[src/rtl/seq_bitwise_unit.sv]
// seq_bitwise_unit
//   Multi-cycle bitwise logic unit. One SLICE-wide logic slice is reused
//   over WIDTH/SLICE cycles, LSB slice first, to compute AND/OR/XOR/NOR of
//   two WIDTH-bit operands. Valid/ready handshake on both sides.
//
// Ports
//   clk        system clock, rising edge
//   rst        synchronous active-high reset
//   in_valid   operands/op valid
//   in_ready   unit idle and able to accept (combinational from state)
//   op         00 AND, 01 OR, 10 XOR, 11 NOR
//   a, b       operands
//   out_valid  r/zero hold a completed result
//   out_ready  consumer accepts the result
//   r          result register
//   zero       r == 0, meaningful while out_valid = 1
//
// state | meaning
// ------+------------------------------------------------------------
// IDLE  | waiting for in_valid; in_ready = 1
// BUSY  | writing one slice of r per cycle from the latched operands
// DONE  | result held with out_valid = 1 until out_ready

module seq_bitwise_unit #(
  parameter int WIDTH = 32,
  parameter int SLICE = 4
) (
  input  logic             clk,
  input  logic             rst,
  input  logic             in_valid,
  output logic             in_ready,
  input  logic [1:0]       op,
  input  logic [WIDTH-1:0] a,
  input  logic [WIDTH-1:0] b,
  output logic             out_valid,
  input  logic             out_ready,
  output logic [WIDTH-1:0] r,
  output logic             zero
);

  localparam int NSLICE = WIDTH / SLICE;
  localparam int CW     = (NSLICE > 1) ? $clog2(NSLICE) : 1;

  generate
    if ((SLICE < 1) || ((WIDTH % SLICE) != 0)) begin : g_bad_slice
      $error("seq_bitwise_unit: WIDTH must be an integer multiple of SLICE");
    end
  endgenerate

  typedef enum logic [1:0] {IDLE, BUSY, DONE} state_t;

  state_t           state;
  logic [CW-1:0]    cnt;
  logic [1:0]       op_q;
  logic [WIDTH-1:0] a_q;
  logic [WIDTH-1:0] b_q;
  logic [WIDTH-1:0] r_nxt;

  function automatic logic [SLICE-1:0] slice_op(input logic [1:0]       o,
                                                input logic [SLICE-1:0] x,
                                                input logic [SLICE-1:0] y);
    case (o)
      2'b00:   return x & y;
      2'b01:   return x | y;
      2'b10:   return x ^ y;
      default: return ~(x | y);
    endcase
  endfunction

  // Only the slice selected by cnt changes; the compare-per-slice form keeps
  // the slice select legal for any NSLICE, including NSLICE = 1.
  always_comb begin
    r_nxt = r;
    for (int i = 0; i < NSLICE; i++) begin
      if (cnt == CW'(i)) begin
        r_nxt[i*SLICE +: SLICE] = slice_op(op_q, a_q[i*SLICE +: SLICE], b_q[i*SLICE +: SLICE]);
      end
    end
  end

  assign in_ready = (state == IDLE);

  always_ff @(posedge clk) begin
    if (rst) begin
      state     <= IDLE;
      cnt       <= '0;
      r         <= '0;
      zero      <= 1'b0;
      out_valid <= 1'b0;
    end else begin
      case (state)
        IDLE: begin
          if (in_valid) begin
            a_q   <= a;
            b_q   <= b;
            op_q  <= op;
            r     <= '0;
            cnt   <= '0;
            state <= BUSY;
          end
        end
        BUSY: begin
          r <= r_nxt;
          if (cnt == CW'(NSLICE - 1)) begin
            // flag from the completed value, so it is valid together with out_valid
            zero      <= (r_nxt == '0);
            out_valid <= 1'b1;
            state     <= DONE;
          end else begin
            cnt <= cnt + 1'b1;
          end
        end
        DONE: begin
          if (out_ready) begin
            out_valid <= 1'b0;
            state     <= IDLE;
          end
        end
        default: state <= IDLE;
      endcase
    end
  end

endmodule

[config.mk]
export PLATFORM = sky130hd
export DESIGN_NAME = seq_bitwise_unit
export DESIGN_NICKNAME = d
export VERILOG_FILES = /design/src/rtl/seq_bitwise_unit.sv
export SDC_FILE = /design/constraint.sdc
export NUM_CORES = 1
export LEC_CHECK = 0
export ABC_AREA = 1
export CORE_UTILIZATION = 30
export DETAILED_ROUTE_END_ITERATION = 8
export DONT_BUFFER_PORTS = 1
export PLACE_DENSITY = 0.47
export SETUP_SLACK_MARGIN = 0.05
export SLEW_MARGIN = 15
export SYNTH_ARGS = -nofsm -noshare
export SYNTH_HDL_FRONTEND = slang
export SYNTH_SLANG_ARGS = --single-unit
export TNS_END_PERCENT = 30
[constraint.sdc]
create_clock -name clk -period 15.82 [get_ports clk]
set_clock_uncertainty 0.1 [all_clocks]
set_input_delay 4.746 -clock clk [delete_from_list [all_inputs] [get_ports clk]]
set_output_delay 4.746 -clock clk [all_outputs]
set_load 0.01 [all_outputs]
==> summary.md, run 1 <==
The first routing iteration left 325 violations. In this run the horizontal extent of the chip is 142 um. The run gives 14,600 um as the total routed wirelength.

Buffers added to address setup during post-CTS repair amount to 0. The power density relative to cell area works out to 93.2 nW/um^2. The root buffer cell was sky130_fd_sc_hd__clkbuf_16.

The critical path arrival is 5.70 ns, and the slew at the pin closest to its max-slew limit is 1.08 ns. The starting utilization of the core area was 0.311; the average cell area after synthesis was 8.19 um^2. The maximum resistive drop on vdd was 63.8 uV. Buffers placed on the I/O ports in this run total 0. Of all nets on the critical path, the largest fanout is 66.

Clock-pin slew was measured on the worst setup and hold paths at 0.07 ns. The max-slew violation total from the final report is 0. The run finished with clean final reports. Measured in cells, the most critical reg-to-reg path has a length of 13. The relative area change from synthesis to final layout was 10.1%. After detailed routing, the number of vias per cell comes to 4.52.

The first detailed-routing pass took 5 iterations. The mean routed wirelength per cell was 15.0 um. The worst path in the final design needs a cycle of 5.81 ns, including I/O delays and setup.

Once placement finished, the instance area stood at 6180 um^2. The count of max-cap constraint violations was 0. For the global route total overflow, the log shows 0. In this run the remaining antenna-violating nets after routing total 0. The number of setup violations in the final report is 0, and the worst-skew pair later-pin latency is 0.35 ns. For this design, the CTS-stage hold fixing added 0 buffers. In this run the count of I/O pins placed on the die edge is 105.

Critical path class: in -> reg. For the routed via count, the log shows 4,416. Final number of hold-violating endpoints: 0.

The critical path crosses 3 cells after its start point. In this run the core area contains 50 standard-cell rows. For this run, the slowest stage of the critical path takes 0.64 ns. Total CTS buffers: 9. Yosys mapped the design onto 21 distinct sky130hd cell types. For the worst setup path, the data required time is 15.70 ns.

The max-slew headroom at the worst pin is 0.282. Summed over all nets, wire length on met3 after detailed routing comes to 1220 um. The top cell family by delay on the critical path is buffers and inverters. The final core area utilization is 0.342. The endpoint identified for the worst register-to-register timing path is zero.

The min-delay analysis places its worst path in the category reg -> reg. The number of flip-flops and latches in the synthesized netlist was 105; the via count of the first global-routing pass was 4,232. The number of cells produced by synthesis was 721; the warning count from the yosys run was 0. In the final routing, the length of wire on met1 measures 6230 um. The clock passes through at most 2 buffers. The nature of the critical path startpoint is an input pin. The switching fraction of total power is 0.244. The logs give 0 for the number of antenna violations at the first check in global routing and 0.468 for the part of the Yosys area used for sequential elements.

The wire-length estimate of the detail-placed layout is 10,600 um. Setup repair after global routing left no endpoint under its margin. For the largest net degree at the start of global routing, the log shows 67.

The signal on the critical path passes through nand2_1, nor2_4, buf_4. The run gives 0.788 as the global placer's final weighted congestion. In the detailed route, the total length drawn on met2 is 6940 um.

The startpoint of the worst-slack reg-to-reg timing path was op_q[1]. CTS saw 105 sinks. The tools report the highest attainable clock frequency as 172 MHz. The tools report the relative contribution of the clock network to total power as 0.403.

For this design, the slowest cell found on the critical path is sky130_fd_sc_hd__buf_4. TritonCTS built the clock tree. The critical path ends at op_q[0]. The layout cell share with drive strength beyond 1 is 0.0376.

0 antenna diodes ended up in the layout. After clock tree synthesis, the repair step resized 0 gates. The analysis attributes to cell leakage a power of 2.88 nW. Signal routing reaches up to met4.

After floorplanning, the core was sized to cover 19,000 um^2. The total number of nets in the final design was 853; the final instance area was 6500 um^2. The die extent in y came out at 142 um. The switching power was 0.148 mW; the number of nets produced by synthesis was 861. After routing, the total negative slack on setup checks comes to 0 ns. The wire length of the first global-routing pass was 23,000 um. The capturing element type of the critical path was a flip-flop. The remaining design rule violation count was 0; the buffer and inverter count on the worst path was 1. The tools report the combinational power share as 0.089. The post-synthesis instance area is 5910 um^2, and the setup slack of the worst register-to-register path is 13.34 ns. For the global-route usage over all layers, the log shows 0.151. The tools report the timing startpoint of the critical path as in_valid. The internal portion of the total power is 0.458 mW. The logs give 0.508 for the sequential share of power and 20,300 um^2 for the full die area. The clock tree synthesis step divided the H-tree into 3 levels. Final clock period utilization by the worst path: 0.367.
[worst min-delay path by stage]
stage / startpoint / end / slack [ns] / cells after the start
floorplan: out_valid / out_valid / 0.38 / 2
global placement: cnt[0] / cnt[0] / 0.40 / 1
detailed placement: out_valid / out_valid / 0.43 / 2
CTS: out_valid / out_valid / 0.44 / 2
global route: out_valid / out_valid / 0.47 / 2
finish: zero / zero / 0.44 / 2
[flip-flops by register name, summed over array words and instances, names as in the netlist]
name and cells:
r 32, a_q 32, out_valid 1, state 2, op_q 2, zero 1
b_q 32, cnt 3
[metal layers]
layer	track usage	vias up
met3	0.0488	18
met4	0.0549	0
li1	-	2280
met5	0	-
met1	0.179	1995
met2	0.255	123
[worst register-to-register path: stages, from the launching register on]
cell,delay (ns)
sky130_fd_sc_hd__edfxtp_1,0.36
sky130_fd_sc_hd__buf_4,0.25
sky130_fd_sc_hd__inv_2,0.31
sky130_fd_sc_hd__nor2_1,0.18
sky130_fd_sc_hd__buf_4,0.24
sky130_fd_sc_hd__nand2_1,0.09
sky130_fd_sc_hd__nand3_1,0.07
sky130_fd_sc_hd__nand2_1,0.07
sky130_fd_sc_hd__nand2_1,0.07
sky130_fd_sc_hd__nor2_1,0.19
sky130_fd_sc_hd__nand2_1,0.08
sky130_fd_sc_hd__nor2_1,0.11
sky130_fd_sc_hd__nand4_1,0.14
sky130_fd_sc_hd__a21oi_1,0.15
[cells by family after synthesis]
family	share of synthesized area
flip-flops	0.468
buffers and inverters	0.0852
adder cells (fa/ha/maj)	0.148
AO/OA/AOI/OAI	0.0949
AND/OR/NAND/NOR	0.204
[synthesized netlist by cell type]
cell type                  count  area, um^2
sky130_fd_sc_hd__nand4_1       1        6.26
sky130_fd_sc_hd__ha_1         70         876
sky130_fd_sc_hd__buf_1         3        11.3
sky130_fd_sc_hd__o21bai_1      5        37.5
sky130_fd_sc_hd__buf_4         2        15.0
sky130_fd_sc_hd__clkinv_2      1        5.00
sky130_fd_sc_hd__a22oi_1       1        7.51
sky130_fd_sc_hd__clkbuf_1     15        56.3
sky130_fd_sc_hd__edfxtp_1     66        1980
sky130_fd_sc_hd__dfxtp_1      39         781
sky130_fd_sc_hd__o21ai_1       1        5.00
sky130_fd_sc_hd__o21ai_0      34         170
sky130_fd_sc_hd__buf_2         5        25.0
sky130_fd_sc_hd__inv_2         1        3.75
sky130_fd_sc_hd__inv_1       102         383
sky130_fd_sc_hd__nor2_1       34         128
sky130_fd_sc_hd__nand2_2       1        6.26
sky130_fd_sc_hd__a21oi_1      68         340
sky130_fd_sc_hd__clkinv_1      1        3.75
sky130_fd_sc_hd__nand2_1     234         878
sky130_fd_sc_hd__nand3_1      37         185
[area by class of cell]
class / instances / area, um^2
clock inverters: 5 / 48.8
clock buffers: 11 / 275
inverters: 105 / 395
repair buffers: 6 / 45.0
multi-input cells: 486 / 2650
fillers: 1993 / 12500
flip-flops and latches: 105 / 2760
well taps: 260 / 325
[cell usage in the layout (no fill, tap or decap), drive strengths merged, types with 11 or more instances in the layout]
master  instances
a21oi          68
clkbuf         11
dfxtp          39
edfxtp         66
ha             70
inv           103
nand2         235
nand3          37
nor2           34
o21ai          35
[power by group through the flow]
stage | registers, mW | logic, mW | clock network, mW
3_3_place_gp | 0.314 | 0.0535 | 0
4_1_cts | 0.308 | 0.0551 | 0.250
2_1_floorplan | 0.313 | 0.0406 | 0
3_5_place_dp | 0.315 | 0.0547 | 0
6_report | 0.308 | 0.0539 | 0.244
5_1_grt | 0.310 | 0.0624 | 0.262
[through the flow]
| step | power, mW | setup slack [ns] | hold slack, ns | instances |
|---|---|---|---|---|
| after floorplan | 0.354 | 7.51 | 0.383 | 721 |
| after global placement | 0.368 | 9.71 | 0.398 | 962 |
| after detailed placement | 0.369 | 9.63 | 0.432 | 962 |
| after CTS | 0.614 | 10.01 | 0.443 | 978 |
| after global routing | 0.634 | 9.93 | 0.466 | 978 |
| final | 0.606 | 10.01 | 0.436 | 978 |
(Power assumes the default switching activity.)
==> run 2, diff against run 1 <==
- clock period: 15.82 -> 5.4 ns (I/O delays scaled with it)
==> run 2 against run 1 <==
Effect of this change:
- critical endpoint is now b_q[22]
- die area stayed put
- worst setup slack worse by 7.6 ns
- wire length rose by 1.2%
- clock-buffer cell count up 2
==> summary.md, run 2 (synthesis results as in run 1) <==
The final number of hold-violating endpoints came out at 0 (unchanged). The run gives 0.812 (+3.1%) as the global placer's final weighted congestion. The wire length of the first global-routing pass was 23,100 um (+0.45%). The number of setup buffers added after CTS was 0 (unchanged); the detailed-route vias per instance was 4.45 (-1.5%).

The final worst-path setup slack came out at 2.37 ns (-7.64 ns). The mean routed wirelength per cell was 15.1 um (+1.1%). The tools report the maximum level of the CTS H-tree as 3 (unchanged).

The run gives 0.311 (unchanged) as the starting utilization of the core area. The largest registers in the layout are a_q: 32 flops, b_q: 32 flops, r: 32 flops. The tools report the via count of the first global-routing pass as 4,235 (+0.071%). The detailed placement HPWL was 10,900 um (+2.7%); the full die area was 20,300 um^2 (unchanged). The logs give 0 (unchanged) for the number of antenna violations at the first check in global routing and 4,356 (-1.4%) for the routed via count. The core footprint is 19,000 um^2 (unchanged), and the clock-pin slew reported for the worst setup and hold paths after clock tree synthesis is 0.07 ns (about the same). Total routed wirelength: 14,800 um (+1.2%). The max-slew headroom at the worst pin is 0.258 (-0.0246). The maximum resistive drop on vdd is 143 uV (+120%), and the total power is 1.74 mW (+190%). The run gives 0 (unchanged) as the count of max-cap constraint violations. The biggest cell delay along the critical path is 0.71 ns (+0.07 ns), and the length of the first detailed-routing pass in iterations is 5 (unchanged). The die outline width was 142 um (unchanged); the number of top-level pins was 105 (unchanged). The total inserted antenna cells is 0 (unchanged), and the total number of nets in the final design is 854 (+0.12%). The run gives 0 (unchanged) as the global route total overflow.

The run gives 0.36 ns (about the same) as the worst-skew pair later-pin latency. The critical path is of the in -> reg type. The max-slew violation total from the final report was 0 (unchanged); the summed negative setup slack over all endpoints was 0 ns (unchanged). The layout cell share with drive strength beyond 1 works out to 0.0389 (+0.00134).

Nature of the critical path startpoint: an input pin. The final instance area is 6500 um^2 (about the same), and the power density relative to cell area is 268 nW/um^2 (+190%). After layout, the minimum clock period comes to 3.03 ns. Largest driver fanout on the critical path: 31 (-53%). The signal on the critical path passes through nand2_1, nor2_4, buf_4. The run gives 2 (unchanged) as the maximum clock path buffer count. Total CTS buffers: 9 (unchanged).

The static leakage came out at 2.88 nW (about the same). Setup repair after global routing left no endpoint under its margin. STA classifies the critical path endpoint as a flip-flop. The data required time of the worst path is 5.31 ns (-10.39 ns). TritonCTS built the clock tree. The slew at the pin closest to its max-slew limit is 1.11 ns (+0.0369 ns), and the final clock period utilization by the worst path is 0.561.

For the largest net degree at the start of global routing, the log shows 41 (-39%). Critical path arrival: 2.94 ns (-2.76 ns). The relative area change from synthesis to final layout is 10.1% (about the same), and the worst setup timing slack at the placement stage is 1.92 ns (-7.71 ns).

The logs give 0 (unchanged) for the number of setup violations in the final report and 0 (unchanged) for the number of hold buffers added after CTS. The post-detailed-route count of antenna-violating nets came out at 0 (unchanged). In the layout the commonest cells are 234 x sky130_fd_sc_hd__nand2_1, 102 x sky130_fd_sc_hd__inv_1, 70 x sky130_fd_sc_hd__ha_1, 68 x sky130_fd_sc_hd__a21oi_1, 66 x sky130_fd_sc_hd__edfxtp_1. The global-route usage over all layers was 0.153 (+0.00179).

The CTS sink count was 105 (unchanged). The tools report the root buffer cell as sky130_fd_sc_hd__clkbuf_16. The run gives 234 (-28%) as the starting DRC count in detailed routing. The logs give 1,983 (-0.50%) for the total of fill cells in the finished design and 50 (unchanged) for the floorplan row count. For the highest attainable clock frequency, the log shows 330 MHz. The worst hold path class is reg -> reg. Standard cell with the maximum stage delay on the critical path: sky130_fd_sc_hd__nor2_4. The flow ran to the end, and the final reports show no timing, DRC or antenna violations. The standard cell area after detailed placement was 6190 um^2 (+0.12%); the die extent in y was 142 um (unchanged). The number of port buffers was 0 (unchanged). The tools report the number of gates given a new drive strength after cts as 0 (unchanged). Remaining design rule violation count: 0 (unchanged). The most common cell after layout, fill and taps aside is sky130_fd_sc_hd__nand2_1.
[run 2: cell type report]
type / instances / area, um^2 / area share
Clock buffer: 13 / 293 / 0.0450
Clock inverter: 3 / 18.8 / 0.00289
Inverter: 105 / 395 / 0.0608
Multi-Input combinational cell: 486 / 2650 / 0.408
Sequential cell: 105 / 2760 / 0.425
Tap cell: 260 / 325 / 0.0500
Timing Repair Buffer: 7 / 52.6 / 0.00808
[run 2: through the flow]
stage               utilization  hold slack [ns]  cells
global placement          0.325            0.401    963
floorplan                     -            0.383    721
global route              0.342            0.458    979
detailed placement        0.325            0.414    963
finish                    0.342            0.427    979
CTS                       0.342            0.425    979
[run 2: where the power goes]
| group | total, mW | switching [mW] | internal, mW |
|---|---|---|---|
| logic | 0.155 | 0.109 | 0.0462 |
| registers | 0.906 | 0.0219 | 0.884 |
| clock network | 0.679 | 0.297 | 0.382 |
| total | 1.74 | 0.428 | 1.31 |
[run 2: worst paths after layout]
kind | startpoint | end | slack (ns) | depth (start not counted)
setup reg to reg | op_q[1] | zero | 2.51 | 12
hold reg to reg | zero | zero | 0.43 | 2
setup / recovery | in_valid | b_q[22] | 2.37 | 3
hold / removal | zero | zero | 0.43 | 2
[run 2: routing by layer]
metal / up-vias / routed length, um / global-route usage
li1: 2283 / - / -
met1: 1978 / 6430 / 0.185
met2: 90 / 7160 / 0.247
met3: 5 / 1090 / 0.0565
met4: 0 / 134 / 0.0577
met5: - / 0 / 0
[run 2: worst max-delay path, delay by kind of cell]
kind | cells | cell delay [ns]
AND/OR/NAND/NOR | 2 | 0.79
buffers and inverters | 1 | 0.48
